`config.mk`:
```
export PLATFORM = sky130hd
export DESIGN_NAME = io_responder
export DESIGN_NICKNAME = d
export VERILOG_FILES = /design/src/rtl/io_responder_pkg.sv /design/src/rtl/io_responder_seven_seg.sv /design/src/rtl/io_responder.sv
export SDC_FILE = /design/constraint.sdc
export NUM_CORES = 1
export LEC_CHECK = 0
export ABC_CLOCK_PERIOD_IN_PS = 2920
export CAP_MARGIN = 10
export CELL_PAD_IN_SITES_DETAIL_PLACEMENT = 0
export CELL_PAD_IN_SITES_GLOBAL_PLACEMENT = 2
export CORE_UTILIZATION = 27
export CTS_CLUSTER_DIAMETER = 200
export DETAILED_ROUTE_END_ITERATION = 6
export PLACE_DENSITY = 0.9
export SLEW_MARGIN = 40
export SYNTH_ARGS = -nofsm -noshare
export SYNTH_HDL_FRONTEND = slang
export SYNTH_SLANG_ARGS = --single-unit
```
`constraint.sdc`:
```
create_clock -name clk -period 2.92 [get_ports clk]
set_input_delay 0.584 -clock clk [delete_from_list [all_inputs] [get_ports clk]]
set_output_delay 0.584 -clock clk [all_outputs]
set_load 0.02 [all_outputs]
```
`src/rtl/io_responder_pkg.sv`:
```
// io_defs: address map and key-status bit positions for the memory-mapped
// I/O responder. The CPU top level imports this same package so that its
// ">= 0xF0000000" routing compare and this block's decode stay in step.
package io_defs;

  localparam int DBITS = 32;

  localparam logic [DBITS-1:0] ADDR_HEX   = 32'hF000_0000;
  localparam logic [DBITS-1:0] ADDR_LEDR  = 32'hF000_0004;
  localparam logic [DBITS-1:0] ADDR_LEDG  = 32'hF000_0008;
  localparam logic [DBITS-1:0] ADDR_KEY   = 32'hF000_0010;
  localparam logic [DBITS-1:0] ADDR_SW    = 32'hF000_0014;
  localparam logic [DBITS-1:0] ADDR_KCTRL = 32'hF000_0110;

  localparam int KCTRL_RDY = 0;
  localparam int KCTRL_OVR = 2;

  localparam int HEX_W  = 16;
  localparam int LEDR_W = 10;
  localparam int LEDG_W = 8;
  localparam int KEY_W  = 4;
  localparam int SW_W   = 10;

  // One-hot-free select code produced by the address decoder
  typedef enum logic [2:0] {
    SEL_NONE  = 3'd0,
    SEL_HEX   = 3'd1,
    SEL_LEDR  = 3'd2,
    SEL_LEDG  = 3'd3,
    SEL_KEY   = 3'd4,
    SEL_SW    = 3'd5,
    SEL_KCTRL = 3'd6
  } io_sel_e;

  // Full 32-bit compare: near-miss addresses must fall through to SEL_NONE
  function automatic io_sel_e decode_addr(input logic [DBITS-1:0] a);
    io_sel_e sel;
    sel = SEL_NONE;
    case (a)
      ADDR_HEX:   sel = SEL_HEX;
      ADDR_LEDR:  sel = SEL_LEDR;
      ADDR_LEDG:  sel = SEL_LEDG;
      ADDR_KEY:   sel = SEL_KEY;
      ADDR_SW:    sel = SEL_SW;
      ADDR_KCTRL: sel = SEL_KCTRL;
      default:    sel = SEL_NONE;
    endcase
    return sel;
  endfunction

endpackage

```
`src/rtl/io_responder_seven_seg.sv`:
```
// seven_seg_decoder: hex nibble to active-low 7-segment pattern, DE-board
// segment order {g,f,e,d,c,b,a}. Purely combinational.
module seven_seg_decoder (
  input  logic [3:0] i_nibble,
  output logic [6:0] o_seg_n
);

  // Nibble to segment lookup
  always_comb begin
    o_seg_n = 7'b1111111;
    case (i_nibble)
      4'h0: o_seg_n = 7'b1000000;
      4'h1: o_seg_n = 7'b1111001;
      4'h2: o_seg_n = 7'b0100100;
      4'h3: o_seg_n = 7'b0110000;
      4'h4: o_seg_n = 7'b0011001;
      4'h5: o_seg_n = 7'b0010010;
      4'h6: o_seg_n = 7'b0000010;
      4'h7: o_seg_n = 7'b1111000;
      4'h8: o_seg_n = 7'b0000000;
      4'h9: o_seg_n = 7'b0010000;
      4'hA: o_seg_n = 7'b0001000;
      4'hB: o_seg_n = 7'b0000011;
      4'hC: o_seg_n = 7'b1000110;
      4'hD: o_seg_n = 7'b0100001;
      4'hE: o_seg_n = 7'b0000110;
      4'hF: o_seg_n = 7'b0001110;
      default: o_seg_n = 7'b1111111;
    endcase
  end

endmodule

```
`src/rtl/io_responder.sv`:
```
// io_responder: memory-mapped responder for KEY, SW, HEX, LEDR and LEDG.
// Loads are answered combinationally from registered state (rdData follows
// addr directly; rdEn only matters for the ready-clearing side effect of a
// KEY load). Stores commit on the rising clock edge.
// Build option: define IO_SW_DEBOUNCE_EN to put a stable-time debouncer
// behind the SW synchronizer; otherwise SW is the plain 2-flop synchronized
// value and no counter is built.
module io_responder
  import io_defs::*;
#(
  parameter int DEBOUNCE_CYCLES = 100000
) (
  input  logic              clk,
  input  logic              reset,
  input  logic [DBITS-1:0]  addr,
  input  logic              rdEn,
  input  logic              wrEn,
  input  logic [DBITS-1:0]  wrData,
  output logic [DBITS-1:0]  rdData,
  input  logic [KEY_W-1:0]  KEY,
  input  logic [SW_W-1:0]   SW,
  output logic [LEDR_W-1:0] LEDR,
  output logic [LEDG_W-1:0] LEDG,
  output logic [6:0]        HEX0,
  output logic [6:0]        HEX1,
  output logic [6:0]        HEX2,
  output logic [6:0]        HEX3
);

  io_sel_e w_sel;

  logic w_wr_hex;
  logic w_wr_ledr;
  logic w_wr_ledg;
  logic w_wr_kctrl;
  logic w_rd_key;

  logic [HEX_W-1:0]  r_hex;
  logic [LEDR_W-1:0] r_ledr;
  logic [LEDG_W-1:0] r_ledg;

  logic [KEY_W-1:0] r_ksync1;
  logic [KEY_W-1:0] r_ksync2;
  logic [KEY_W-1:0] r_kdata;
  logic             r_rdy;
  logic             r_ovr;

  logic w_kchange;
  logic w_clr_rdy;
  logic w_clr_ovr;

  logic [SW_W-1:0] r_sw_s1;
  logic [SW_W-1:0] r_sw_s2;
  logic [SW_W-1:0] w_swdata;

  logic [DBITS-1:0] w_rd_data;
  logic             w_unused;

  assign w_sel = decode_addr(addr);

  assign w_wr_hex   = wrEn && (w_sel == SEL_HEX);
  assign w_wr_ledr  = wrEn && (w_sel == SEL_LEDR);
  assign w_wr_ledg  = wrEn && (w_sel == SEL_LEDG);
  assign w_wr_kctrl = wrEn && (w_sel == SEL_KCTRL);
  assign w_rd_key   = rdEn && (w_sel == SEL_KEY);

  // Output registers written by stores
  always_ff @(posedge clk or negedge reset) begin
    if (!reset) begin
      r_hex  <= '0;
      r_ledr <= '0;
      r_ledg <= '0;
    end else begin
      if (w_wr_hex)  r_hex  <= wrData[HEX_W-1:0];
      if (w_wr_ledr) r_ledr <= wrData[LEDR_W-1:0];
      if (w_wr_ledg) r_ledg <= wrData[LEDG_W-1:0];
    end
  end

  assign LEDR = r_ledr;
  assign LEDG = r_ledg;

  // Key synchronizer; keys are inverted so 1 means pressed from here on
  always_ff @(posedge clk or negedge reset) begin
    if (!reset) begin
      r_ksync1 <= '0;
      r_ksync2 <= '0;
    end else begin
      r_ksync1 <= ~KEY;
      r_ksync2 <= r_ksync1;
    end
  end

  assign w_kchange = (r_ksync2 != r_kdata);

  // Only a written 0 clears a status bit; written 1s are ignored
  assign w_clr_rdy = w_rd_key || (w_wr_kctrl && !wrData[KCTRL_RDY]);
  assign w_clr_ovr = w_wr_kctrl && !wrData[KCTRL_OVR];

  // Key data and status: a fresh key event beats a same-cycle clear, and
  // overrun looks at ready as it was before any clear
  always_ff @(posedge clk or negedge reset) begin
    if (!reset) begin
      r_kdata <= '0;
      r_rdy   <= 1'b0;
      r_ovr   <= 1'b0;
    end else begin
      if (w_kchange) r_kdata <= r_ksync2;
      r_rdy <= w_kchange || (r_rdy && !w_clr_rdy);
      r_ovr <= (w_kchange && r_rdy) || (r_ovr && !w_clr_ovr);
    end
  end

  // Switch synchronizer
  always_ff @(posedge clk or negedge reset) begin
    if (!reset) begin
      r_sw_s1 <= '0;
      r_sw_s2 <= '0;
    end else begin
      r_sw_s1 <= SW;
      r_sw_s2 <= r_sw_s1;
    end
  end

`ifdef IO_SW_DEBOUNCE_EN
  localparam int CNT_W = (DEBOUNCE_CYCLES > 1) ? $clog2(DEBOUNCE_CYCLES) : 1;
  localparam logic [CNT_W-1:0] CNT_LAST = CNT_W'(DEBOUNCE_CYCLES - 1);

  logic [CNT_W-1:0] r_db_cnt;
  logic [SW_W-1:0]  r_swdata;

  // Debouncer: r_sw_s1 != r_sw_s2 flags that the synchronized value is
  // changing at this edge, which restarts the stable-time count
  always_ff @(posedge clk or negedge reset) begin
    if (!reset) begin
      r_db_cnt <= '0;
      r_swdata <= '0;
    end else if ((r_sw_s2 == r_swdata) || (r_sw_s1 != r_sw_s2)) begin
      r_db_cnt <= '0;
    end else if (r_db_cnt == CNT_LAST) begin
      r_swdata <= r_sw_s2;
      r_db_cnt <= '0;
    end else begin
      r_db_cnt <= r_db_cnt + CNT_W'(1);
    end
  end

  assign w_swdata = r_swdata;
`else
  assign w_swdata = r_sw_s2;
`endif

  // Load data mux; unused upper bits and undecoded addresses read as 0
  always_comb begin
    w_rd_data = '0;
    case (w_sel)
      SEL_HEX:   w_rd_data[HEX_W-1:0]  = r_hex;
      SEL_LEDR:  w_rd_data[LEDR_W-1:0] = r_ledr;
      SEL_LEDG:  w_rd_data[LEDG_W-1:0] = r_ledg;
      SEL_KEY:   w_rd_data[KEY_W-1:0]  = r_kdata;
      SEL_SW:    w_rd_data[SW_W-1:0]   = w_swdata;
      SEL_KCTRL: begin
        w_rd_data[KCTRL_RDY] = r_rdy;
        w_rd_data[KCTRL_OVR] = r_ovr;
      end
      default:   w_rd_data = '0;
    endcase
  end

  assign rdData = w_rd_data;

  seven_seg_decoder u_hex0 (.i_nibble(r_hex[3:0]),   .o_seg_n(HEX0));
  seven_seg_decoder u_hex1 (.i_nibble(r_hex[7:4]),   .o_seg_n(HEX1));
  seven_seg_decoder u_hex2 (.i_nibble(r_hex[11:8]),  .o_seg_n(HEX2));
  seven_seg_decoder u_hex3 (.i_nibble(r_hex[15:12]), .o_seg_n(HEX3));

  // Store data above the widest register is never looked at
  assign w_unused = &{1'b0, wrData[DBITS-1:HEX_W], DEBOUNCE_CYCLES[0]};

endmodule

```
* Yosys cells after proc, flatten, opt, wreduce, memory -nomap -nowiden
Memory sizes are Yosys's and may differ from the RTL's.
Cells that the tools add are included.
** Cells by class
- Equal/unequal tests :: 13
- Muxes and demuxes :: 8
- Bitwise operators :: 1
- Reductions and logical operators :: 17
** Operator list (count)
- 32-bit equality test (second input constant) :: 6
- 3-bit one-hot mux with 6 select lines :: 1
- 4-bit one-hot mux with 4 select lines :: 1
- 1-bit one-hot mux with 6 select lines :: 2
- 1-bit logical AND :: 10
- 1-bit one-hot mux with 5 select lines :: 2
- 3-bit equality test (second input constant) :: 3
- 3-bit by 2-bit equality test with 1-bit output (second input constant) :: 2
- 6-bit 2-to-1 mux :: 1
- 2-bit one-hot mux with 3 select lines :: 1
- 1-bit zero test :: 4
- 4-bit inequality test :: 1
- 4-bit NOT :: 1
- 3-bit by 1-bit equality test with 1-bit output (second input constant) :: 1
- 1-bit logical OR :: 3
** Storage, ports and cells
- Register bits :: 68
- ROM bits :: 448
- Input port bits :: 82
- Word-level logic and storage cells :: 53
- Memories :: 4
** Memory list
- (no name shown) :: words 16, bits a word 7, rd ports 1, clocked after Yosys merged registers in 0, write ports 0, RTL line io_responder_seven_seg.sv:11 : case (i_nibble)
- (no name shown) :: words 16, bits a word 7, rd ports 1, clocked after Yosys merged registers in 0, write ports 0, RTL line io_responder_seven_seg.sv:11
- (no name shown) :: words 16, bits a word 7, rd ports 1, clocked after Yosys merged registers in 0, write ports 0, RTL line io_responder_seven_seg.sv:11
- (no name shown) :: words 16, bits a word 7, rd ports 1, clocked after Yosys merged registers in 0, write ports 0, RTL line io_responder_seven_seg.sv:11

* Logic depth before layout (Yosys ltp)
- Word-level depth :: 9
- Gate-level depth with buffers :: 5
- Gate-level depth less buffers :: 5

* Modules after synthesis
From an unflattened synthesis, not the netlist that was laid out.
** Second synthesis, totals
- Cell total of the unflattened synthesis :: 364
- Area total of the unflattened synthesis :: 4167.7 um2
** By module, submodules not included
- io_responder :: instances 1, cells each 236, area each 3066.7 um2, sequential area each 1701.6 um2
- seven_seg_decoder :: instances 4, cells each 32, area each 275.3 um2, sequential area each 0.0 um2

* Worst setup path after synthesis
No wires, ideal clock.
- Path kind :: input-to-output
- Start point :: input addr[26]
- End point :: output rdData[12]
- Arrival time :: 2.294 ns
- Required time :: 2.336 ns
- Path slack :: 0.042 ns
- Stages :: 5
- Buffers on the path :: 1
- Cells stage by stage :: nor4b_1 > nand4_2 > or3_1 > clkbuf_1 > nor3_1
** On the way
- Word-level cells in the longest chain between the ends :: 4
** RTL lines
- from (decl) :: RTL line io_responder.sv:15 : input logic [DBITS-1:0] addr,
- 32-bit equality test :: RTL line io_responder_pkg.sv:39 : case (a)
- 3-bit one-hot mux with 6 select lines * :: RTL line io_responder_pkg.sv:39
- 3-bit by 1-bit equality test with 1-bit output * :: RTL line io_responder.sv:156 : case (w_sel)
- 6-bit 2-to-1 mux * :: RTL line io_responder.sv:156
- to (decl) :: RTL line io_responder.sv:19 : output logic [DBITS-1:0] rdData,
Mark *: on every way between the ends. The rest lies on a longest branch, timed or not.

* Worst setup path after layout
- Start point :: input addr[0]
- End point :: output rdData[0]
** On the way
- Word-level cells in the longest chain between the ends :: 4
** RTL lines (RTL line)
- 32-bit equality test :: io_responder_pkg.sv:39
- 3-bit one-hot mux with 6 select lines * :: io_responder_pkg.sv:39
- 3-bit equality test, or another cell as far along :: io_responder.sv:156
- 1-bit one-hot mux with 6 select lines * :: io_responder.sv:156
Marks and branches as above.

==> impl_results.md <==
* Outcome: complete, no violations
* Routability-driven placement congestion ratio at 0.876
* CP peak stage delay at 450 ps
* Clock Pin Slew Worst Setup and Hold Paths at 60 ps
* Syn Inst Count at 361
* Area of the multi-input gates at 2260 sq um
* Die area at 15400 sq um
* Crit path to: rdData[0]
* Layout cells sized above 1 at 30.4%
* Final instance area at 6200 sq um
* Largest delay contributor family on the critical path: simple AND/OR/NAND/NOR gates
* Crit path cell chain: dlygate4sd2_1 > or4_4 > or2_4 > or3_4 > a31oi_4 > buf_6
* Seq cells post-synth at 68
* Grt met3 use at 3.07%
* Post-Route WL at 11200 um
* Die H at 124 um
* Critical path arrival at 2290 ps
* GR peak layer: met2
* ANT nets after route at 0
* Crit path from: addr[0]
* Max-slew violations at 0
* N_diodes at 0
* Max Clock Freq at 0.347 GHz
* Setup crit end kind: primary output
* Clk Latency, worst-skew pair at 320 ps
* DP Wirelength at 8680 um
* First-pass GRT wire length at 17500 um
* Starting DRT DRC Count at 113
* GRT met1 Usage at 18.1%
* Placed Area at 5680 sq um
* CP Buf/Inv Count at 2
* Root Driver: clkbuf_16
* Cell count along the critical path at 6
* R2R cell count at 3
* Seq. cell area at 1700 sq um
* Final hold vios at 0
* Largest net degree at the start of global routing at 35
* R2R setup slack at 1730 ps
* Initial antenna violation count at 0
* Hold slack at 134 ps
* WS Path Type: input pin to primary output
* Total core area at 14500 sq um
* Layout Utilization at 42.7%
* Post-synth cell types at 52
* Final setup violating endpoints at 0
* Vias in the first global route at 3449
* Seq/Total Area, Yosys at 42.4%
* Buffers on Ports at 127
* DRT Pass-1 Iters at 4
* Startpoint class of the critical path: input pin
* TritonCTS Buffers at 9
* Syn-to-layout area delta at 54.5%
* Clk buf depth at 2
* Initial Util at 27.6%
* Max cap viols at 0
* Drt wl/cell at 15.7 um
* Total power at 2.34 mW
* CTS tree: done
* Max_slew headroom at 66.2%
* CP Max Fanout at 2
* Leakage at 2.74 nW
* Max H-tree Level at 3
* Syn_area_per_cell at 11.1 sq um
* Grt total ovfl at 0
* RSZ-0062 raised after global routing: true
* GR Layer Usage met2 at 26.6%
* Hold_buf cts at 0
* RR Startpoint: r_kdata[1]$_DFFE_PN0P_
* Fill cells at 1384
* Vias at 3339
* Worst vdd ir at 300 uV
* Hold crit path type: input pin to async pin
* Nets at 628
* CTS Sinks at 68
* Reg-to-reg endpoint: r_ovr$_DFF_PN0_
* Min Tclk post-route at 2880 ps
* Ys Warns at 0
* DP Worst Slack at -814 ps
* Pwr per Cell Area at 378 nW/um^2
* Slew @ Worst Pin at 508 ps
* Rows at 44
* Io pins at 160
* CP Data Required Time at 2340 ps
* Crit share post-route at 98.6%
* Residual DRC at 0
* Die X at 124 um
* Slowest stage cell, crit path: or4_4
* Skew final at 3.57 ps
* Vias per cell at 4.70
* Post-Synthesis Cell Area at 4010 sq um
* Tot GR Track Use at 14.9%
* Fin worst setup slack at 41.6 ps
==> cell usage after synthesis (all sizes together) <==
cell type  instances  area, sq um
nor2b              6         37.5
and3               8         50.1
and2b              1         7.51
a22oi              6         45.0
a222oi             4         40.0
a221oi             1         8.76
a21oi             15         75.1
or3                3         20.0
or4b               1         10.0
o21ai             10         50.1
or3b               3         26.3
mux4               3         67.6
o31ai              1         7.51
nor2              24         90.1
a32o               3         30.0
nor4               9          101
nand2b             3         18.8
mux2              37          454
nor4b              2         23.8
conb               1         3.75
nand3b             4         30.0
mux2i             16          160
dfrtp             68         1700
nand4              2         18.8
a211oi             1         7.51
a22o              10         87.6
a31oi              4         25.0
nand3              3         15.0
ha                24          300
o21a               1         7.51
or4                3         30.0
inv               15         56.3
clkbuf            13         48.8
xnor2              4         35.0
o22ai              1         6.26
buf               22          179
nand2             18         70.1
nor3               6         30.0
or2                2         15.0
nor3b              2         15.0
or2b               1         7.51
==> worst reg2reg max path, cell delays in order, from the launching register on <==
cell and delay, ps:
dfrtp_1 400, xnor2_1 190, nand4_1 200, a22o_1 280
==> sequential cells by signal (all words and copies together), names as in the netlist <==
register / flops
LEDR: 10
r_kdata: 4
r_ksync1: 4
r_hex: 16
LEDG: 8
r_ksync2: 4
r_ovr: 1
r_rdy: 1
r_sw_s2: 10
r_sw_s1: 10
==> repair_timing <==
action | 4_1_cts | 5_1_grt
pin swaps | 20 | 13
setup buffers | 1 | 0
resized for setup | 133 | 34
gates cloned | 1 | 0
endpoints found under the setup margin | 20 | 13
==> metrics by stage <==
stage,TNS [ps],instances
floorplan,0,376
global placement,-11960,693
detailed placement,-12360,693
CTS,0,711
global route,-4.20,711
finish,0,711
==> worst min-delay path by stage <==
stage / startpoint / end / slack [ps] / depth (start not counted)
finish: reset / r_ksync1[1]$_DFF_PN0_ / 130 / 1
global route: reset / r_ksync1[1]$_DFF_PN0_ / 150 / 1
CTS: reset / r_ksync1[1]$_DFF_PN0_ / 130 / 1
detailed placement: r_ksync1[2]$_DFF_PN0_ / r_ksync2[2]$_DFF_PN0_ / 330 / 0
global placement: r_sw_s1[9]$_DFF_PN0_ / r_sw_s2[9]$_DFF_PN0_ / 330 / 0
floorplan: reset / LEDG[0]$_DFFE_PN0P_ / 290 / 0
==> cell type report <==
cell class / count / area share (%)
inverter: 15 / 0.908
clock inverter: 5 / 1.35
tap: 184 / 3.71
multi-input combinational: 258 / 36.5
clock buffer: 11 / 4.08
timing repair buffer: 170 / 26.0
sequential: 68 / 27.5
==> where the power goes <==
part	internal (mW)	switching, mW	leakage (nW)
clock	0.795	0.393	0.158
sequential	0.965	0.00870	0.862
combinational	0.0970	0.0860	1.72
==> cell usage in the layout (no fill, tap or decap), drive strengths merged, types with 9 or more instances in the layout <==
cell type and n:
ha 24, nand2 18, mux2i 16, nor2 24, clkdlybuf4s50 88, buf 61, dfrtp 68, o21ai 10
conb 16, a22o 10, inv 15, mux2 37, clkbuf 15, dlygate4sd2 9, a21oi 15, nor4 9
==> metal layers <==
metal,routed length (um),vias up
met4,166,0
met5,0,-
li1,-,1589
met3,413,14
met2,5770,85
met1,4830,1651
==> kinds of logic after synthesis <==
group	Yosys count	synth area share, %
simple gates	101	15.4
flops	68	42.4
compound gates	57	9.73
mux	56	17.0
buf+inv	50	7.08
fa+ha+maj	24	7.48
xor+xnor	4	0.873
other cells	1	0.0934
(Power assumes the default switching activity.)
